**config.mk**
```make
export PLATFORM = sky130hd
export DESIGN_NAME = vga_pixel_fifo
export DESIGN_NICKNAME = d
export VERILOG_FILES = /design/src/rtl/vga_pkg.sv /design/src/rtl/sync_fifo.sv /design/src/rtl/vga_pixel_fifo.sv
export SDC_FILE = /design/constraint.sdc
export NUM_CORES = 1
export LEC_CHECK = 0
export CAP_MARGIN = 20
export CORE_MARGIN = 2
export CORE_UTILIZATION = 53
export CTS_CLUSTER_SIZE = 24
export DETAILED_ROUTE_END_ITERATION = 7
export GPL_TIMING_DRIVEN = 1
export PLACE_DENSITY = 0.75
export RECOVER_POWER = 25
export SLEW_MARGIN = 10
export SYNTH_ARGS = -nofsm -noshare
export SYNTH_HDL_FRONTEND = slang
export SYNTH_HIERARCHICAL = 1
export SYNTH_SLANG_ARGS = --single-unit
```
**constraint.sdc**
```tcl
create_clock -name clk -period 3.6 [get_ports clk]
set_input_delay 0.36 -clock clk [delete_from_list [all_inputs] [get_ports clk]]
set_output_delay 0.36 -clock clk [all_outputs]
set_load 0.03 [all_outputs]
```
**src/rtl/vga_pkg.sv**
```systemverilog
// ---------------------------------------------------------------------------
// vga_pkg
// Shared definitions for the VGA pixel FIFO slice.
//   - align_state_e : alignment states of the drain side
//   - PIXEL_W_DEF   : default colour depth (bits per pixel)
//   - BLACK         : colour shown whenever no valid pixel is being output
// ---------------------------------------------------------------------------
package vga_pkg;

    localparam int PIXEL_W_DEF = 3;

    localparam logic [PIXEL_W_DEF-1:0] BLACK = '0;

    // SYNC   : hunting for a start-of-frame entry, discarding everything else
    // ARMED  : start-of-frame entry at the head, waiting for the display's frame start
    // STREAM : popping one pixel per active-display cycle
    typedef enum logic [1:0] {
        SYNC   = 2'd0,
        ARMED  = 2'd1,
        STREAM = 2'd2
    } align_state_e;

endpackage

```
**src/rtl/sync_fifo.sv**
```systemverilog
// ---------------------------------------------------------------------------
// sync_fifo
// Single-clock FIFO with first-word-fall-through read data and an explicit
// entry count.
// Ports:
//   clk, rst      : clock, asynchronous active-high reset (empties the FIFO)
//   push_i        : write wdata_i this cycle (ignored when full)
//   pop_i         : drop the head entry this cycle (ignored when empty)
//   wdata_i       : entry to write
//   rdata_o       : current head entry (valid when !empty_o)
//   full_o        : level_o == DEPTH
//   empty_o       : level_o == 0
//   level_o       : number of stored entries, 0..DEPTH
// ---------------------------------------------------------------------------
module sync_fifo #(
    parameter int WIDTH  = 4,
    parameter int DEPTH  = 16,
    parameter int ADDR_W = 4
) (
    input  logic              clk,
    input  logic              rst,
    input  logic              push_i,
    input  logic              pop_i,
    input  logic [WIDTH-1:0]  wdata_i,
    output logic [WIDTH-1:0]  rdata_o,
    output logic              full_o,
    output logic              empty_o,
    output logic [ADDR_W:0]   level_o
);

    logic [WIDTH-1:0]  mem [DEPTH];
    logic [ADDR_W-1:0] wrPtr_q;
    logic [ADDR_W-1:0] rdPtr_q;
    logic [ADDR_W:0]   level_q;
    logic              doPush;
    logic              doPop;

    // Full is decided from the current count only, so a pop in the same
    // cycle never makes room for a push into a full FIFO.
    assign full_o  = (level_q == (ADDR_W+1)'(DEPTH));
    assign empty_o = (level_q == '0);
    assign level_o = level_q;
    assign rdata_o = mem[rdPtr_q];

    assign doPush = push_i && !full_o;
    assign doPop  = pop_i && !empty_o;

    // Storage array; contents need no reset because the pointers define validity.
    always_ff @(posedge clk) begin
        if (doPush) begin
            mem[wrPtr_q] <= wdata_i;
        end
    end

    // Pointers wrap naturally since DEPTH is a power of two; the count carries
    // one extra bit so that full and empty stay distinguishable.
    always_ff @(posedge clk or posedge rst) begin
        if (rst) begin
            wrPtr_q <= '0;
            rdPtr_q <= '0;
            level_q <= '0;
        end else begin
            if (doPush) begin
                wrPtr_q <= wrPtr_q + ADDR_W'(1);
            end
            if (doPop) begin
                rdPtr_q <= rdPtr_q + ADDR_W'(1);
            end
            if (doPush && !doPop) begin
                level_q <= level_q + (ADDR_W+1)'(1);
            end else if (doPop && !doPush) begin
                level_q <= level_q - (ADDR_W+1)'(1);
            end
        end
    end

endmodule

```
**src/rtl/vga_pixel_fifo.sv**
```systemverilog
// ---------------------------------------------------------------------------
// vga_pixel_fifo
// Frame-aligned pixel FIFO between the pattern/mixer producer and the VGA
// display stage. Entries are {sof, pixel}. The drain side discards data until
// a start-of-frame entry is at the head, waits for the display's frame start,
// then pops one pixel per active-display cycle. Underflow and sof/frame_start
// disagreement are flagged (sticky) and trigger a re-lock.
// Ports:
//   clk, rst          : pixel clock, asynchronous active-high reset
//   in_pixel, in_sof  : producer pixel and its start-of-frame tag
//   in_valid/in_ready : producer handshake (in_ready = FIFO not full)
//   disp_en           : active-display flag from the timing generator
//   frame_start       : first active pixel of a frame (only honoured with disp_en)
//   pixel             : registered colour for the display stage
//   underflow         : sticky, drain found the FIFO empty while streaming
//   misalign          : sticky, sof position disagreed with frame_start
//   err_clr           : clears both sticky flags (a new error in the same cycle wins)
//   level             : current FIFO entry count
// ---------------------------------------------------------------------------
module vga_pixel_fifo
    import vga_pkg::*;
#(
    parameter int PIXEL_W = PIXEL_W_DEF,
    parameter int DEPTH   = 16,
    parameter int ADDR_W  = 4
) (
    input  logic               clk,
    input  logic               rst,
    input  logic [PIXEL_W-1:0] in_pixel,
    input  logic               in_sof,
    input  logic               in_valid,
    output logic               in_ready,
    input  logic               disp_en,
    input  logic               frame_start,
    output logic [PIXEL_W-1:0] pixel,
    output logic               underflow,
    output logic               misalign,
    input  logic               err_clr,
    output logic [ADDR_W:0]    level
);

    align_state_e        state_q;
    align_state_e        state_d;
    logic [PIXEL_W-1:0]  pixel_q;
    logic [PIXEL_W-1:0]  pixel_d;
    logic                underflow_q;
    logic                misalign_q;
    logic                ufSet;
    logic                misSet;
    logic                pop;
    logic                full;
    logic                empty;
    logic [PIXEL_W:0]    head;
    logic                headSof;
    logic [PIXEL_W-1:0]  headPixel;
    logic                frameGo;

    sync_fifo #(
        .WIDTH  (PIXEL_W + 1),
        .DEPTH  (DEPTH),
        .ADDR_W (ADDR_W)
    ) u_fifo (
        .clk     (clk),
        .rst     (rst),
        .push_i  (in_valid),
        .pop_i   (pop),
        .wdata_i ({in_sof, in_pixel}),
        .rdata_o (head),
        .full_o  (full),
        .empty_o (empty),
        .level_o (level)
    );

    assign in_ready  = !full;
    assign headSof   = head[PIXEL_W];
    assign headPixel = head[PIXEL_W-1:0];
    assign frameGo   = frame_start && disp_en;

    assign pixel     = pixel_q;
    assign underflow = underflow_q;
    assign misalign  = misalign_q;

    // State register.
    always_ff @(posedge clk or posedge rst) begin
        if (rst) begin
            state_q <= SYNC;
        end else begin
            state_q <= state_d;
        end
    end

    // Next-state logic: lock onto an sof entry, start streaming on the
    // display's frame start, and fall back on any disagreement or underflow.
    always_comb begin
        state_d = state_q;
        case (state_q)
            SYNC: begin
                if (!empty && headSof) begin
                    state_d = ARMED;
                end
            end
            ARMED: begin
                if (frameGo && !empty) begin
                    state_d = STREAM;
                end
            end
            STREAM: begin
                if (disp_en) begin
                    if (empty) begin
                        state_d = SYNC;
                    end else if (frame_start && !headSof) begin
                        state_d = SYNC;
                    end else if (!frame_start && headSof) begin
                        state_d = ARMED;
                    end
                end
            end
            default: state_d = SYNC;
        endcase
    end

    // Output logic: pops, next colour and error events. While streaming,
    // an entry is consumed only when its sof tag agrees with frame_start.
    always_comb begin
        pop     = 1'b0;
        pixel_d = PIXEL_W'(BLACK);
        ufSet   = 1'b0;
        misSet  = 1'b0;
        case (state_q)
            SYNC: begin
                pop = !empty && !headSof;
            end
            ARMED: begin
                if (frameGo && !empty) begin
                    pop     = 1'b1;
                    pixel_d = headPixel;
                end
            end
            STREAM: begin
                if (disp_en) begin
                    if (empty) begin
                        ufSet = 1'b1;
                    end else if (frame_start == headSof) begin
                        pop     = 1'b1;
                        pixel_d = headPixel;
                    end else begin
                        misSet = 1'b1;
                    end
                end
            end
            default: begin
                pop = 1'b0;
            end
        endcase
    end

    // Output colour register and sticky error flags; a set beats a clear.
    always_ff @(posedge clk or posedge rst) begin
        if (rst) begin
            pixel_q     <= '0;
            underflow_q <= 1'b0;
            misalign_q  <= 1'b0;
        end else begin
            pixel_q     <= pixel_d;
            underflow_q <= ufSet  || (underflow_q && !err_clr);
            misalign_q  <= misSet || (misalign_q && !err_clr);
        end
    end

endmodule

```
==> flow_metrics.py, run 1 <==
metrics = {
    "run_status": {
        "status": "finished clean",
    },
    "cells_and_area": {
        "final_area_mm2": 0.00447,
        "final_core_util_pct": 65.5,
        "drive_above_1_share_pct": 21.3,
        "nets": 321,
        "area_growth_pct": 19.3,
        "final_cells": 396,
        "antenna_cells": 0,
    },
    "synth": {
        "syn_area_mm2": 0.00375,
        "yosys.area.top_type": "edfxtp_1",
        "ys_seq_area_share_pct": 64.6,
        "avgSynthCellArea_um2": 14.8,
        "synth_cells": 253,
        "syn-num-nets": 279,
        "ys_types": 43,
        "yosys_warnings": 6,
        "synthArstFlopShare_pct": 23.8,
        "yosys_most_used_dff": "edfxtp_1",
        "synth_edf_count": 64,
        "yosys.area.top_type_share_pct": 51.3,
        "synthTopCellsByArea": "edfxtp_1, dfrtp_1, ha_1",
        "synth-seq-cells": 84,
    },
    "timing": {
        "final-hold-violation-count": 0,
        "final.min_clock_period_ns": 3.51,
        "fin_ws_ns": 0.0912,
        "drv_slew": 0,
        "clock.fmax_mhz": 285,
        "worst_pin_slew_ns": 0.671,
        "rsz0062_at_grt": "true",
        "period_share_pct": 97.5,
        "tns_ns": 0,
        "setup_viol_count_final": 0,
        "max_slew_margin_pct": 55.0,
        "hold_slack_ns": 0.389,
        "skew_ns": 0.0130,
    },
    "power": {
        "p_per_area_mw_per_mm2": 876,
        "p_comb_share_pct": 44.3,
        "seq_power_share_pct": 35.1,
        "ir_drop_v": 0.000389,
        "internal-power_mw": 2.55,
        "clkPwrFrac_pct": 20.5,
        "power_mw": 3.92,
        "p_sw_share_pct": 35.0,
        "power.net_switching_mw": 1.37,
        "p_leak_nw": 1.68,
    },
    "clocking": {
        "cts_tree": "built",
        "cts_buffer_depth": 2,
        "cts_inserted_buffers": 9,
        "cts.sinks": 84,
        "cts_root_buf": "clkbuf_8",
        "h-tree-depth": 3,
        "clock_latency_ns": 0.35,
        "clkTransAtPathRegs_ns": 0.09,
    },
    "global_routing": {
        "grt_pass1_wl_mm": 11.0,
        "overflow": 0,
        "grtUsageMet1_pct": 27.6,
        "use_met2_pct": 30.5,
        "first_global_vias": 2111,
        "antenna_found_initial": 0,
        "use_met3_pct": 3.86,
        "grt_use_total_pct": 19.5,
        "grt_max_degree": 17,
        "grt_busiest_layer": "met2",
    },
    "flow_run": {
        "drv_cap": 0,
    },
    "setup_path": {
        "crit_arrival_ns": 3.78,
        "crit_required_ns": 3.87,
        "path_max_fanout": 5,
        "cp-start-kind": "flop",
        "path_class": "flop to flop",
        "worstSetupEndpointType": "flop",
        "r2r_cells": 18,
    },
    "routing": {
        "wirelength_mm": 6.96,
        "vias": 2132,
        "routed_via_density": 5.38,
        "firstDrtPassIters": 4,
        "drtIter0Drc": 172,
        "drc": 0,
        "wl_per_cell_um": 17.6,
        "antenna_left": 0,
    },
    "place": {
        "place_congestion": 0.844,
        "place.detailed.hpwl_mm": 4.80,
        "place_ws_ns": -0.101,
        "placed_area_mm2": 0.00413,
        "io_buffers": 20,
        "post-place-cells": 375,
    },
    "min_path": {
        "hp-class": "input pin to asynchronous set/reset pin",
    },
    "die": {
        "die_h_um": 88.1,
        "die_w_um": 88.1,
        "core_area_mm2": 0.00683,
        "dieArea_mm2": 0.00776,
        "io_pins": 21,
        "num_rows": 30,
        "start_util_pct": 54.9,
    },
}
==> worst max-delay path, cell delays in order (launching register included) <==
cell and delay, ns:
dfrtp_2 0.42, buf_4 0.13, mux4_2 0.49, a22oi_2 0.17, nand2_2 0.10, ha_4 0.23, a22oi_2 0.17, nor2_2 0.07
a31oi_1 0.14, nor2_1 0.08, o21a_4 0.13, inv_4 0.06, ha_4 0.13, inv_4 0.05, fa_2 0.39, a21o_1 0.17
a21oi_2 0.13, mux2i_1 0.24, xnor2_1 0.13
==> Yosys cell counts (3+ instances only) <==
cell type	count
a21oi_1	5
a221oi_1	8
a22oi_1	5
and3_1	3
dfrtp_1	20
edfxtp_1	64
ha_1	15
inv_1	17
mux2i_1	17
mux4_2	8
nand2_1	16
nor2_1	19
nor3_1	4
o21ai_0	8
xnor2_1	9
==> logic make-up (layout without fill, tap and decap cells) <==
kind of cell	count (synthesis)	in the layout	synth area share, %
AND/OR/NAND/NOR	54	54	7.07
XOR/XNOR	10	10	2.34
multiplexers	26	26	9.64
adder cells (fa/ha/maj)	16	16	5.54
AO/OA/AOI/OAI	36	36	7.24
flip-flops	84	84	64.6
buffers and inverters	27	74	3.57
==> power groups by stage <==
stage	clock network (mW)	registers (mW)	logic (mW)
2_1_floorplan	0	1.41	1.10
3_5_place_dp	0	1.39	1.56
3_3_place_gp	0	1.39	1.55
4_1_cts	0.822	1.38	1.63
6_report	0.805	1.38	1.74
5_1_grt	0.855	1.40	1.90
==> flip-flops by register name (all words and copies together) (netlist names) <==
signal,cells
u_fifo/rdPtr_q,4
u_fifo/level_o,5
underflow,1
misalign,1
state_q,2
pixel,3
u_fifo/wrPtr_q,4
u_fifo/mem,64
==> final timing paths <==
path,from,to,slack (ns)
max reg2reg,u_fifo/rdPtr_q[0]$_DFFE_PP0P_,u_fifo/level_o[4]$_DFFE_PP0P_,0.09
min reg2reg,underflow$_DFF_PP0_,underflow$_DFF_PP0_,0.55
min,rst,state_q[1]$_DFFE_PP0P_,0.39
min in group clk,underflow$_DFF_PP0_,underflow$_DFF_PP0_,0.55
max in group asynchronous,rst,u_fifo/rdPtr_q[0]$_DFFE_PP0P_,2.68
max,u_fifo/rdPtr_q[0]$_DFFE_PP0P_,u_fifo/level_o[4]$_DFFE_PP0P_,0.09
==> cell type report <==
class / instances / area [um^2]
clock inverters: 7 / 123
flip-flops and latches: 84 / 2420
inverters: 18 / 72.6
repair buffers: 40 / 358
multi-input cells: 142 / 1250
fillers: 510 / 2360
clock buffers: 9 / 124
well taps: 96 / 120
==> per-layer routing <==
metal  part of all wire [%]  vias to the layer above  wire length [um]
met5                      0                        -                 0
li1                       -                     1031                 -
met4                    1.2                        0                82
met3                    3.3                        6               228
met2                     50                       39              3490
met1                     45                     1056              3160
==> cell usage in the layout, fill, tap and decap left out, drive strengths merged, types with 3 or more instances in the layout <==
cell type and instances:
edfxtp 64, dfrtp 20, buf 20, inv 20, nor2 19, clkdlybuf4s50 17
mux2i 17, nand2 16, ha 15, clkbuf 9, xnor2 9, a221oi 9
mux4 8, o21ai 8, a21oi 5, a22oi 5, nor3 4, and3 3
bufinv 3, dlygate4sd3 3, nand2b 3
==> timing repair <==
action,4_1_cts,5_1_grt
cloned,0,0
buffers inserted,1,4
hold buffers,0,0
pin swaps,3,10
endpoints found under the setup margin,2,3
gates resized for setup,5,10
No activity file was read; power rests on OpenSTA's default activity.
==> inputs of run 2 (changes only) <==
Settings changed: CORE_UTILIZATION 53 to 56, CTS_BUF_LIST from default to sky130_fd_sc_hd__clkbuf_8, PLACE_DENSITY 0.75 to 0.78.
==> flow_metrics.py, run 2 (synthesized netlist as in run 1, its figures left out) <==
metrics = {
    "cells_and_area": {
        "regMostFlops": "u_fifo/mem",
        "drive_above_1_share_pct": 20.5,
        "final_area_mm2": 0.00435,
        "multiInputGateArea_mm2": 0.00125,
        "regArea_mm2": 0.00242,
        "nets": 319,
        "largest_register_ffs": 64,
        "antenna_cells": 0,
        "area_growth_pct": 16.0,
        "mostFrequentLayoutCell": "edfxtp_1",
        "layout_common_cells": "edfxtp_1, dfrtp_1, nor2_1",
        "n_fill_cell": 445,
    },
    "clocking": {
        "cts_root_buf": "clkbuf_8",
        "clkTransAtPathRegs_ns": 0.09,
        "cts_buffer_depth": 2,
        "cts.sinks": 84,
        "cts_tree": "built",
        "cts_inserted_buffers": 9,
        "clock_latency_ns": 0.35,
        "h-tree-depth": 3,
    },
    "routing": {
        "drc": 0,
        "drtIter0Drc": 198,
        "wirelength_mm": 6.90,
        "antenna_left": 0,
        "vias": 2212,
        "firstDrtPassIters": 7,
        "routed_via_density": 5.90,
        "wl_per_cell_um": 18.4,
    },
    "flow_run": {
        "drv_cap": 0,
    },
    "setup_path": {
        "crit_buf_inv": 3,
        "crit_chain": "buf_8 -> mux2i_2 -> a221oi_2 -> a22oi_1 -> nand2_1 -> ha_4 -> a22oi_2 -> nor2_2 -> a31oi_1 -> nor2_1 -> o21a_4 -> inv_2 -> ha_4 -> inv_4 -> fa_2 -> a21o_1 -> a21oi_2 -> mux2i_1 -> xnor2_1",
        "crit_required_ns": 3.87,
        "cp_slowest_cell": "dfrtp_2",
        "crit_start": "u_fifo/rdPtr_q[0]$_DFFE_PP0P_",
        "crit_arrival_ns": 3.69,
        "reg2reg_from": "u_fifo/rdPtr_q[0]$_DFFE_PP0P_",
        "path_class": "flop to flop",
        "path_max_fanout": 7,
        "critical_path.most_common_cell": "ha_4",
        "worstSetupEndpointType": "flop",
        "cp-start-kind": "flop",
        "crit_path_max_incr_delay_ns": 0.46,
        "path_delay_family": "compound AO/OA/AOI/OAI gates",
    },
    "global_routing": {
        "antenna_found_initial": 0,
        "grt_pass1_wl_mm": 11.1,
        "grt_max_degree": 17,
        "overflow": 0,
        "first_global_vias": 2172,
        "grt_use_total_pct": 20.1,
    },
    "timing": {
        "drv_slew": 0,
        "skew_ns": 0.0124,
        "clock.fmax_mhz": 292,
        "max_slew_margin_pct": 54.4,
        "final-hold-violation-count": 0,
        "period_share_pct": 95.0,
        "worst_pin_slew_ns": 0.679,
        "fin_ws_ns": 0.179,
        "tns_ns": 0,
        "hold_slack_ns": 0.398,
        "setup_viol_count_final": 0,
        "final.min_clock_period_ns": 3.42,
    },
    "die": {
        "core_area_mm2": 0.00642,
        "start_util_pct": 58.4,
        "die_h_um": 85.8,
        "io_pins": 21,
        "die_w_um": 85.8,
        "dieArea_mm2": 0.00737,
        "num_rows": 29,
    },
    "place": {
        "place_congestion": 0.942,
        "placed_area_mm2": 0.00411,
        "place_ws_ns": -0.0384,
        "io_buffers": 20,
        "place.detailed.hpwl_mm": 4.96,
    },
    "power": {
        "p_per_area_mw_per_mm2": 842,
        "p_leak_nw": 1.63,
        "ir_drop_v": 0.000565,
        "power_mw": 3.66,
    },
    "min_path": {
        "hp-class": "input pin to asynchronous set/reset pin",
    },
    "run_status": {
        "status": "finished clean",
    },
}
-- run 2: changes by cell type in the layout (fill, tap and decap cells not counted), sizes merged --
cell / change
clkinvlp: +3
bufinv: -3
buf: -2
-- run 2: path summary, 6_finish.rpt --
check | endpoint | slack (ns) | cells after the start
worst max-delay path | u_fifo/level_o[4]$_DFFE_PP0P_ | 0.18 | 19
worst min-delay path | state_q[0]$_DFFE_PP0P_ | 0.40 | 2
worst max register to register | u_fifo/level_o[4]$_DFFE_PP0P_ | 0.18 | 19
worst min register to register | u_fifo/rdPtr_q[2]$_DFFE_PP0P_ | 0.52 | 1
max in group asynchronous | u_fifo/rdPtr_q[0]$_DFFE_PP0P_ | 2.72 | 2
min in group clk | u_fifo/rdPtr_q[2]$_DFFE_PP0P_ | 0.52 | 1
-- run 2: final cells by class --
type,count,area share (%)
repair buffers,38,7.88
inverters,18,1.61
flip-flops and latches,84,55.7
multi-input cells,142,28.8
clock inverters,7,1.01
well taps,77,2.21
clock buffers,9,2.85
-- run 2: repair_timing --
action,4_1_cts,5_1_grt
hold buffers,0,0
gates resized for setup,2,12
buffers inserted,0,3
setup endpoints to repair,1,2
pin swaps,0,8
-- run 2: power breakdown --
group	total [mW]	switching, mW	leakage, nW	internal (mW)
Clock	0.572	0.326	0.0805	0.246
Combinational	1.72	0.882	0.722	0.842
Sequential	1.37	0.146	0.827	1.22
Total	3.66	1.35	1.63	2.31
-- run 2: routing by layer --
layer | vias up | global-route usage (%) | share of wire (%)
li1 | 1025 | - | -
met1 | 1117 | 28.3 | 45
met2 | 56 | 30.6 | 49
met3 | 14 | 5.29 | 4.5
met4 | 0 | 7.50 | 1.6
met5 | - | 0 | 0
-- run 2: stage by stage --
stage / utilization [%] / instances
after floorplan: - / 253
after global placement: 64.0 / 356
after detailed placement: 64.0 / 356
after CTS: 66.6 / 372
after global routing: 67.8 / 375
final: 67.8 / 375
